==> src/rtl/opcode_decode_stage.sv <==
// Registered RV32I opcode-class decode stage with a 2-entry skid buffer.
// Define OPDEC_ILLEGAL_TRAP_EN to build per-entry illegal-encoding flags.
module opcode_decode_stage (
  input  logic        clk,
  input  logic        reset,
  input  logic        in_valid,
  output logic        in_ready,
  input  logic [31:0] in_instr,
  input  logic        flush,
  output logic        out_valid,
  input  logic        out_ready,
  output logic [31:0] out_instr,
  output logic [9:0]  out_code,
  output logic        out_illegal
);

  typedef enum logic [6:0] {
    OPC_LUI    = 7'b0110111,
    OPC_AUIPC  = 7'b0010111,
    OPC_JAL    = 7'b1101111,
    OPC_JALR   = 7'b1100111,
    OPC_BRANCH = 7'b1100011,
    OPC_LOAD   = 7'b0000011,
    OPC_STORE  = 7'b0100011,
    OPC_OPIMM  = 7'b0010011,
    OPC_OP     = 7'b0110011,
    OPC_FENCE  = 7'b0001111,
    OPC_SYSTEM = 7'b1110011
  } opcode_e;

  logic [9:0]  dec_code;
  logic        m_valid, s_valid;
  logic [31:0] m_instr, s_instr;
  logic [9:0]  m_code, s_code;
  logic        accept, pop, m_free;
  logic        m_load_s, m_load_in, s_load;
  logic        m_valid_nxt, s_valid_nxt;

  always_comb begin
    dec_code = '0;
    if (in_instr[1:0] == 2'b11) begin
      case (in_instr[6:0])
        OPC_LUI:    dec_code[0] = 1'b1;
        OPC_AUIPC:  dec_code[1] = 1'b1;
        OPC_JAL:    dec_code[2] = 1'b1;
        OPC_JALR:   dec_code[3] = 1'b1;
        OPC_BRANCH: dec_code[4] = 1'b1;
        OPC_LOAD:   dec_code[5] = 1'b1;
        OPC_STORE:  dec_code[6] = 1'b1;
        OPC_OPIMM:  dec_code[7] = 1'b1;
        OPC_OP:     dec_code[8] = 1'b1;
        OPC_FENCE,
        OPC_SYSTEM: dec_code[9] = 1'b1;
        default:    dec_code    = '0;
      endcase
    end
  end

  // S only ever holds data while M is full, so M frees up before S drains.
  always_comb begin
    accept      = in_valid & in_ready;
    pop         = m_valid & out_ready;
    m_free      = ~m_valid | pop;
    m_load_s    = m_free & s_valid;
    m_load_in   = m_free & ~s_valid & accept;
    s_load      = accept & ~m_load_in;
    m_valid_nxt = m_free ? (s_valid | accept) : 1'b1;
    s_valid_nxt = s_load | (s_valid & ~m_free);
  end

  always_ff @(posedge clk) begin
    if (!reset) begin
      m_valid  <= 1'b0;
      s_valid  <= 1'b0;
      in_ready <= 1'b1;
      m_instr  <= '0;
      m_code   <= '0;
      s_instr  <= '0;
      s_code   <= '0;
    end else if (flush) begin
      m_valid  <= 1'b0;
      s_valid  <= 1'b0;
      in_ready <= 1'b1;
    end else begin
      m_valid  <= m_valid_nxt;
      s_valid  <= s_valid_nxt;
      in_ready <= ~s_valid_nxt;
      if (m_load_s) begin
        m_instr <= s_instr;
        m_code  <= s_code;
      end else if (m_load_in) begin
        m_instr <= in_instr;
        m_code  <= dec_code;
      end
      if (s_load) begin
        s_instr <= in_instr;
        s_code  <= dec_code;
      end
    end
  end

`ifdef OPDEC_ILLEGAL_TRAP_EN
  logic dec_ill, m_ill, s_ill;

  assign dec_ill = ~|dec_code;

  always_ff @(posedge clk) begin
    if (!reset) begin
      m_ill <= 1'b0;
      s_ill <= 1'b0;
    end else if (!flush) begin
      if (m_load_s)
        m_ill <= s_ill;
      else if (m_load_in)
        m_ill <= dec_ill;
      if (s_load)
        s_ill <= dec_ill;
    end
  end

  assign out_illegal = m_valid & m_ill;
`else
  assign out_illegal = 1'b0;
`endif

  assign out_valid = m_valid;
  assign out_instr = m_instr;
  assign out_code  = m_code;

endmodule
==> config.mk <==
export PLATFORM = sky130hd
export DESIGN_NAME = opcode_decode_stage
export DESIGN_NICKNAME = d
export VERILOG_FILES = /design/src/rtl/opcode_decode_stage.sv
export SDC_FILE = /design/constraint.sdc
export NUM_CORES = 1
export LEC_CHECK = 0
export BUFFER_PORTS_ARGS = -buffer_cell sky130_fd_sc_hd__buf_2
export CAP_MARGIN = 25
export CORE_MARGIN = 8
export CORE_UTILIZATION = 48
export DETAILED_ROUTE_END_ITERATION = 8
export GPL_TIMING_DRIVEN = 0
export HOLD_SLACK_MARGIN = 0.1
export PLACE_DENSITY = 0.75
export REMOVE_ABC_BUFFERS = 1
export SKIP_CTS_REPAIR_TIMING = 1
export SYNTH_ARGS = -nofsm -noshare
export SYNTH_HDL_FRONTEND = slang
export SYNTH_SLANG_ARGS = --single-unit
export TNS_END_PERCENT = 5
==> constraint.sdc <==
create_clock -name clk -period 1.35 [get_ports clk]
set_clock_uncertainty 0.1 [all_clocks]
set_input_delay 0.135 -clock clk [delete_from_list [all_inputs] [get_ports clk]]
set_output_delay 0.135 -clock clk [all_outputs]
set_load 0.005 [all_outputs]
* Word-level counts from Yosys, hierarchy flattened *
Index checks and enable logic that the tools add are counted.
Widths: inputs -> output; s select.

storage, ports and cells
  bits in registers = 87
  bits in latches = 0
  bits in writable memories = 0
  bits in read-only memories = 0
  bits of input ports = 37
  logic and storage cells = 57
  memories kept = 0

cells by class
  add/sub/neg operators = 0
  $mul = 0
  div/mod/pow operators = 0
  $lt $le $gt $ge = 0
  eq/ne operators = 12
  shift-type cells = 0
  mux-type cells = 16
  bitwise operators = 17
  reductions and logical operators = 5

operators by type and width
  operator            number
  $mux 32             2
  $mux 10             3
  $eq 7x7->1 const B  4
  $eq 7x6->1 const B  3
  $eq 7x5->1 const B  2
  $mux 1              11
  $and 1x1->1         7
  $eq 7x2->1 const B  1
  $eq 7x4->1 const B  1
  $not 1->1           7
  $reduce_and 2->1    2
  $reduce_or 2->1     2
  $or 1x1->1          3
  $eq 2x2->1 const B  1
  $reduce_bool 2->1   1

* Depth between registers and ports, before layout *
Gate-level depths: netlist of run 1.

  depth in word-level cells = 8
  mapped depth = 7
  gate-level depth less buffers = 4

* Worst setup path before layout of run 1 *
OpenSTA, ideal clock, no wires.

  path type = reg-to-reg
  from = reg m_valid (netlist: out_valid)
  to = reg s_code[4]
  data arrival time = 1243 ps
  path slack = -63 ps
  stages on the path, launching flop included = 6
  cell sequence = dfxtp_1 > nor2b_4 > buf_6 > o2111ai_4 > or3_1 > a21boi_1

on the way
  word-level cells in the longest chain between the ends = 7
  elaborated cells on any way between the ends = 8
  classes of those cells = 7 x bitwise; 1 x reduce/logical

RTL lines
  element                                          line    text
  start: declaration                               32      logic m_valid, s_valid;
  start signal: assignment                         85      m_valid <= m_valid_nxt;
  $and 1x1->1 / $not 1->1 (equally long branches)  62, 63
  $or 1x1->1 *                                     63      m_free = ~m_valid | pop;
  $and 1x1->1 * (2 in a row)                       65      m_load_in = m_free & ~s_valid & accept;
  $not 1->1 *                                      66      s_load = accept & ~m_load_in;
  $and 1x1->1 *                                    66
  $reduce_and 2->1 (no line) *                     -
  end signal: assignment                           97      s_code <= dec_code;
  end: declaration                                 34      logic [9:0] m_code, s_code;

Every way passes the cells marked *; elsewhere a longest branch is shown, timed or not.
A chain may end at the register's enable or synchronous reset.

* Worst setup path after layout of run 1 *
  from = reg s_valid
  to = reg s_code[4]

on the way
  word-level cells in the longest chain between the ends = 6

RTL lines
  element                     line  text
  start: declaration          32
  start signal: assignment    86    s_valid <= s_valid_nxt;
  $not 1->1                   65
  $and 1x1->1 (2 in a row)    65
  $not 1->1                   66
  $and 1x1->1                 66
  $reduce_and 2->1 (no line)  -

No other way between the ends.

==> metrics.txt, run 1 <==
die width 103 um; Final Hold Fails 0; cts bufs inserted 9; Worst Hold Depth 3; CTS root buf clkbuf_8; first-pass GRT wire length between 10000 and 15000 um; worst-path maximum fanout 7; die area 10600 um^2; Iter 0 DRT Violations ~210; post-layout min period 1.76 ns; Crit. End Element flip-flop; DP Wirelength between 5000 and 6000 um; worst skew pair latency 0.34 ns; P&R area growth vs syn 40.8%; FP Rows 31; dominant synthesized flop cell dfxtp_1; number of synthesized flops with an enable pin 0; Starting Density 49.9%; Worst-path clk slew 0.08 ns; register area share after synthesis 47.9%; clock sink count slightly below 90; number of synthesized register bits 87; Synth Warn # 0; PnR worst setup slack -0.409 ns; Commonest cells post-synth nand2_1, dfxtp_1, a21oi_1, a22oi_1, a21boi_1; H-tree depth 3; top cell type's share of synthesized area 47.9%; routability cong. approximately 0.74; antenna viol nets, final 0; vias in the first global route between 3k and 4k; Fmax achieved approximately 0.57 GHz; LEAKAGE approximately 2 nW; top cells by area, synth dfxtp_1, nand2_1, a22oi_1, a21boi_1, a21oi_1; Core ar. ~7300 um^2; Setup violations, final 84; status finished with violations; GRT overflow 0; asr flop ratio synth 0%; CTS tree done; R2R depth 5; IO Port Bufs 80; Boundary Pins ~80; fraction of layout cells with a size suffix above 1 29.4%; Synth area leader dfxtp_1; Hold Crit Class input pin to flip-flop; most common cell in the netlist nand2_1; Ant. Diodes 0; Max Cap Viol 0; Hold Path Origin in_instr[3]; flop2flop setup slack -0.41 ns; Die Y roughly 100 um; Global Route Usage Sum approximately 16%; worst hold endpoint out_instr[3]$_SDFFE_PN0P_; Slew HR about half; crit path kind flip-flop to flip-flop; Worst R2R End s_code[4]$_SDFFE_PN0P_; Final Max Slew Viols 0; initial antenna violation count 0; pre-CTS WS -1.33 ns; drt via density ~5.7; via count 3699; routed wire length around 12000 um; Util after Layout between 70% and 80%; largest net degree at the start of global routing just under 60; Mean Syn Cell Area just under 9 um^2; period utilization 130%; Critical Path RT roughly 1.5 ns; Avg WL per Cell 18.2 um; Post-Syn Area between 3000 and 4000 um^2; Arrival @ worst endpoint about 1.9 ns; layout net count about 580; CP startpoint kind flip-flop; Yosys cell types 38; PD cells just under 1000 nW/um^2; Worst R2R Start s_valid$_SDFF_PP0_; Mapped Cells between 400 and 500; RSZ-0062 raised after global routing yes; failing checks negative setup slack; Max Root-Sink Buffers 2; DRC 0; drt first pass iters 5; VDD IR-drop max 0.676 mV; Worst-Margin Slew roughly 0.7 ns
[worst max-delay path: stages, from the launching register on]
cell and delay, ns:
dfxtp_4 0.48, buf_6 0.14, o2111ai_4 0.18, clkbuf_16 0.22, or3_1 0.39, a21boi_1 0.17
[layout make-up]
cell class                      count  area, um^2
Fill cell                         564        2170
Multi-Input combinational cell    288        1760
Sequential cell                    87        1750
Timing Repair Buffer              153        1270
Clock buffer                       13         159
Tap cell                           99         124
Inverter                            3        37.5
Timing Repair inverter              2        22.5
Clock inverter                      1        5.00
[flip-flops by register name (all words and copies together) (netlist names)]
name / flops
in_ready: 1
out_code: 10
out_instr: 32
out_valid: 1
s_code: 10
s_instr: 32
s_valid: 1
[how the worst max path moves through the flow]
stage	endpoint	start	cells past startpoint
2_1_floorplan	out_code[9]$_SDFFE_PN0P_	s_valid$_SDFF_PP0_	4
3_3_place_gp	out_code[9]$_SDFFE_PN0P_	s_valid$_SDFF_PP0_	4
3_5_place_dp	out_code[9]$_SDFFE_PN0P_	s_valid$_SDFF_PP0_	6
4_1_cts	out_code[9]$_SDFFE_PN0P_	s_valid$_SDFF_PP0_	6
5_1_grt	s_code[4]$_SDFFE_PN0P_	s_valid$_SDFF_PP0_	5
6_report	s_code[4]$_SDFFE_PN0P_	s_valid$_SDFF_PP0_	5
[kinds of logic (layout without fill, tap and decap cells)]
logic type / after synthesis / in the layout / share of synthesized area [%]
flip-flops: 87 / 87 / 47.9
buffers and inverters: 44 / 172 / 6.88
AND/OR/NAND/NOR: 119 / 120 / 14.5
AO/OA/AOI/OAI: 166 / 166 / 30.4
adder cells (fa/ha/maj): 1 / 1 / 0.275
other: 1 / 1 / 0.103
[placed cells by master, fill, tap and decap left out, types with 4 or more instances in the layout]
master / count
a21boi_0: 7
a21boi_1: 35
a21oi_1: 29
a22oi_1: 32
buf_12: 7
buf_2: 80
buf_4: 16
buf_6: 9
clkbuf_16: 5
clkbuf_8: 11
dfxtp_1: 85
dlygate4sd3_1: 34
nand2_1: 90
nand2b_1: 7
nor3_1: 4
o2111ai_1: 7
o21ai_0: 5
o21ai_1: 23
o21ai_2: 12
o22ai_1: 5
or3_1: 5
[report_power, final]
group,switching [mW],leakage [nW],internal [mW]
Clock,0.848,0.0854,0.750
Sequential,0.0476,0.709,2.64
Combinational,0.324,1.22,0.353
[metrics by stage]
stage | power (mW) | hold WS [ns] | TNS (ns) | std cells | instance area [um^2]
3_3_place_gp | 3.15 | 0.286 | -146.55 | 556 | 3920
5_1_grt | 5.16 | 0.109 | -25.94 | 646 | 5120
3_5_place_dp | 3.19 | 0.294 | -75.85 | 562 | 4050
6_report | 4.96 | 0.102 | -20.65 | 646 | 5120
4_1_cts | 4.77 | -0.0758 | -77.52 | 576 | 4220
2_1_floorplan | 2.94 | 0.145 | -84.15 | 377 | 3400
[metal layers]
layer,vias up,track usage (%),part of all wire (%)
li1,1728,-,-
met4,0,5.34,1.6
met1,1750,19.5,42
met2,195,28.4,49
met3,26,3.98,7.7
met5,-,0,0
No activity file was read; power rests on OpenSTA's default activity.
==> run 2, diff against run 1 <==
Settings changed: ABC_AREA set to 1, CORE_UTILIZATION 48 to 49, PLACE_DENSITY 0.75 to 0.76, SETUP_SLACK_MARGIN set to 0.02.
==> run 2 against run 1 <==
The flow still finishes with violations (negative setup slack). First-iteration DRC count increased by 46%. Hold slack got worse by 0.034 ns. Non-clock buffer count decreased by 25. Sequential share of layout area increased by 0.27 points. Area after synthesis increased by 2.6%. Combinational power increased by 0.9%. Fmax increased by 18%. Global-route usage increased by 0.51 points. Critical path depth increased by 2. Utilization decreased by 3.0 points. Synthesized cell count increased by 29%. Via count increased by 8.1%. Critical endpoint is now s_instr[6]$_SDFFE_PN0P_.
==> metrics.txt, run 2 <==
routability cong. 0.847 (+14%); Power Internal 3.88 mW (+3.7%); Commonest cells post-synth nand2_1, dfxtp_1, a21oi_1; register area share after synthesis 46.6% (-1.2 points); Worst-path clk slew 0.08 ns (about the same); Boundary Pins 82 (unchanged); crit path kind flip-flop to flip-flop; Mean Syn Cell Area 6.94 um^2 (-20%); DP Wirelength 5650 um (-0.52%); Setup violations, final 76 (-9.5%); LEAKAGE 2.26 nW (+12%); commonest non-fill, non-tap cell in the layout nand2_1; Sw Share 25.4% (+0.87 points); Synth Warn # 0 (unchanged); Net Switching 1.32 mW (+8.6%); period utilization 111% (-20 points); most common cell in the netlist nand2_1; die width 103 um (+0.23%); cts bufs inserted 9 (unchanged); worst skew pair latency 0.35 ns (about the same); drt first pass iters 4 (-1); layout net count 692 (+19%); worst-path maximum fanout 7 (unchanged); number of synthesized flops with an enable pin 0 (unchanged); FP Rows 32 (+3.2%); pre-CTS WS -0.897 ns (+0.432 ns); Die Y 103 um (+0.23%); IO Port Bufs 80 (unchanged); Final Hold Fails 0 (unchanged); failing checks negative setup slack; Core ar. 7570 um^2 (+3.8%); RSZ-0062 raised after global routing yes; Global Route Usage Sum 17.0% (+0.51 points); Synth area leader dfxtp_1; Clock power frac 35.2% (+3.0 points); asr flop ratio synth 0% (unchanged); Mapped Cells 538 (+29%); PnR worst setup slack -0.144 ns (+0.265 ns); DRC 0 (unchanged); Final Max Slew Viols 0 (unchanged); PD cells 1020 nW/um^2 (+5.5%); Crit. End Element flip-flop; via count 3997 (+8.1%); vias in the first global route 3340 (+9.9%); DP Area 4060 um^2 (+0.22%); top cells by area, synth dfxtp_1, nand2_1, a21oi_1, o21ai_0, inv_1; Max Root-Sink Buffers 2 (unchanged); Fmax achieved 0.669 GHz (+18%); Yosys cell types 23 (-39%); Slew HR 61.1% (+9.1 points); Starting Density 49.4% (-0.54 points); CP startpoint kind flip-flop; part of the power in registers 51.6% (-2.6 points); first-pass GRT wire length 14500 um (+2.9%); largest net degree at the start of global routing 50 (-15%); drt via density 5.25 (-8.3%); Avg WL per Cell 15.4 um (-15%); Util after Layout 67.3% (-3.0 points); combinational power share 13.1% (-0.5 points); GRT overflow 0 (unchanged); Power Total 5.21 mW (+4.9%); Worst Hold Depth 4 (+1); R2R depth 7 (+2); initial antenna violation count 0 (unchanged); P&R area growth vs syn 36.3%; Worst-Margin Slew 0.584 ns (-0.136 ns); clock sink count 87 (unchanged); Arrival @ worst endpoint 1.68 ns (-0.24 ns); routed wire length 11700 um (-0.31%); CTS root buf clkbuf_8; VDD IR-drop max 0.709 mV (+5.0%); commonest non-fill, non-tap cells in the layout nand2_1, dfxtp_1, buf_2, a21oi_1, o21ai_0; antenna viol nets, final 0 (unchanged); top cell type's share of synthesized area 46.6% (-1.2 points); final instance area 5090 um^2 (-0.59%); status finished with violations; Critical Path RT 1.53 ns (+0.02 ns); dominant synthesized flop cell dfxtp_1; Post-Syn Area 3730 um^2 (+2.6%); Iter 0 DRT Violations 306 (+46%); Max Cap Viol 0 (unchanged); Ant. Diodes 0 (unchanged); number of synthesized register bits 87 (unchanged); TNS Setup -4.05 ns (+16.61 ns); CTS tree done; Hold Crit Class input pin to flip-flop; post-layout min period 1.49 ns (-0.265 ns); die area 10700 um^2 (+0.47%); H-tree depth 3 (unchanged); fraction of layout cells with a size suffix above 1 22.3% (-7.1 points)
==> run 2: changes by cell type after synthesis, sizes merged, moves of 13 or more <==
cell	before	now
a21oi	32	79
a21boi	42	1
a22oi	32	0
inv	3	35
nor2	1	26
clkbuf	17	4
nand2	91	218
==> run 2: cell type report <==
type / count / area, um^2
inverters: 35 / 155
well taps: 102 / 128
flip-flops and latches: 87 / 1750
fillers: 649 / 2470
repair buffers: 128 / 945
clock buffers: 11 / 151
clock inverters: 4 / 45.0
multi-input cells: 394 / 1920
==> run 2: cell families (layout without fill, tap and decap cells) <==
family,after synthesis,after routing,synth area share [%]
AOI/OAI and AO/OA,129,129,17.4
and+or+nand+nor,252,264,26.8
DFF,87,87,46.6
other,1,1,0.100
buffers and inverters,69,178,9.15
==> run 2: path summary, 6_finish.rpt <==
check | endpoint | slack, ns | start
worst min-delay path | s_code[6]$_SDFFE_PN0P_ | 0.07 | in_instr[4]
worst max register to register | s_instr[6]$_SDFFE_PN0P_ | -0.14 | out_valid$_SDFF_PP0_
worst max-delay path | s_instr[6]$_SDFFE_PN0P_ | -0.14 | out_valid$_SDFF_PP0_
worst min register to register | s_instr[28]$_SDFFE_PN0P_ | 0.35 | s_instr[28]$_SDFFE_PN0P_
==> run 2: per-stage QoR <==
step           hold WS [ns]  cells
2_1_floorplan         0.158    504
3_3_place_gp          0.297    686
3_5_place_dp          0.302    686
4_1_cts             -0.0711    701
5_1_grt               0.104    761
6_report             0.0677    761
==> run 2: routing by layer <==
layer / vias to the layer above / global-route usage, % / wire [um]
li1: 1943 / - / -
met1: 1878 / 19.3 / 5030
met2: 162 / 30.5 / 5740
met3: 14 / 3.01 / 759
met4: 0 / 7.01 / 205
met5: - / 0 / 0
==> run 2: power by group through the flow <==
| stage | Sequential (mW) | Combinational, mW | Clock (mW) |
|---|---|---|---|
| floorplan | 2.75 | 0.241 | 0 |
| global placement | 2.74 | 0.457 | 0 |
| detailed placement | 2.75 | 0.468 | 0 |
| CTS | 2.69 | 0.471 | 1.85 |
| global route | 2.70 | 0.752 | 1.95 |
| finish | 2.69 | 0.683 | 1.83 |
==> run 2: critical path: stages (launching register included) <==
cell and delay [ns]:
dfxtp_4 0.38, nand2_8 0.10, nand2_8 0.13, nand2_8 0.09, nor2_4 0.20, buf_6 0.16
o21ai_0 0.11, a21oi_1 0.15
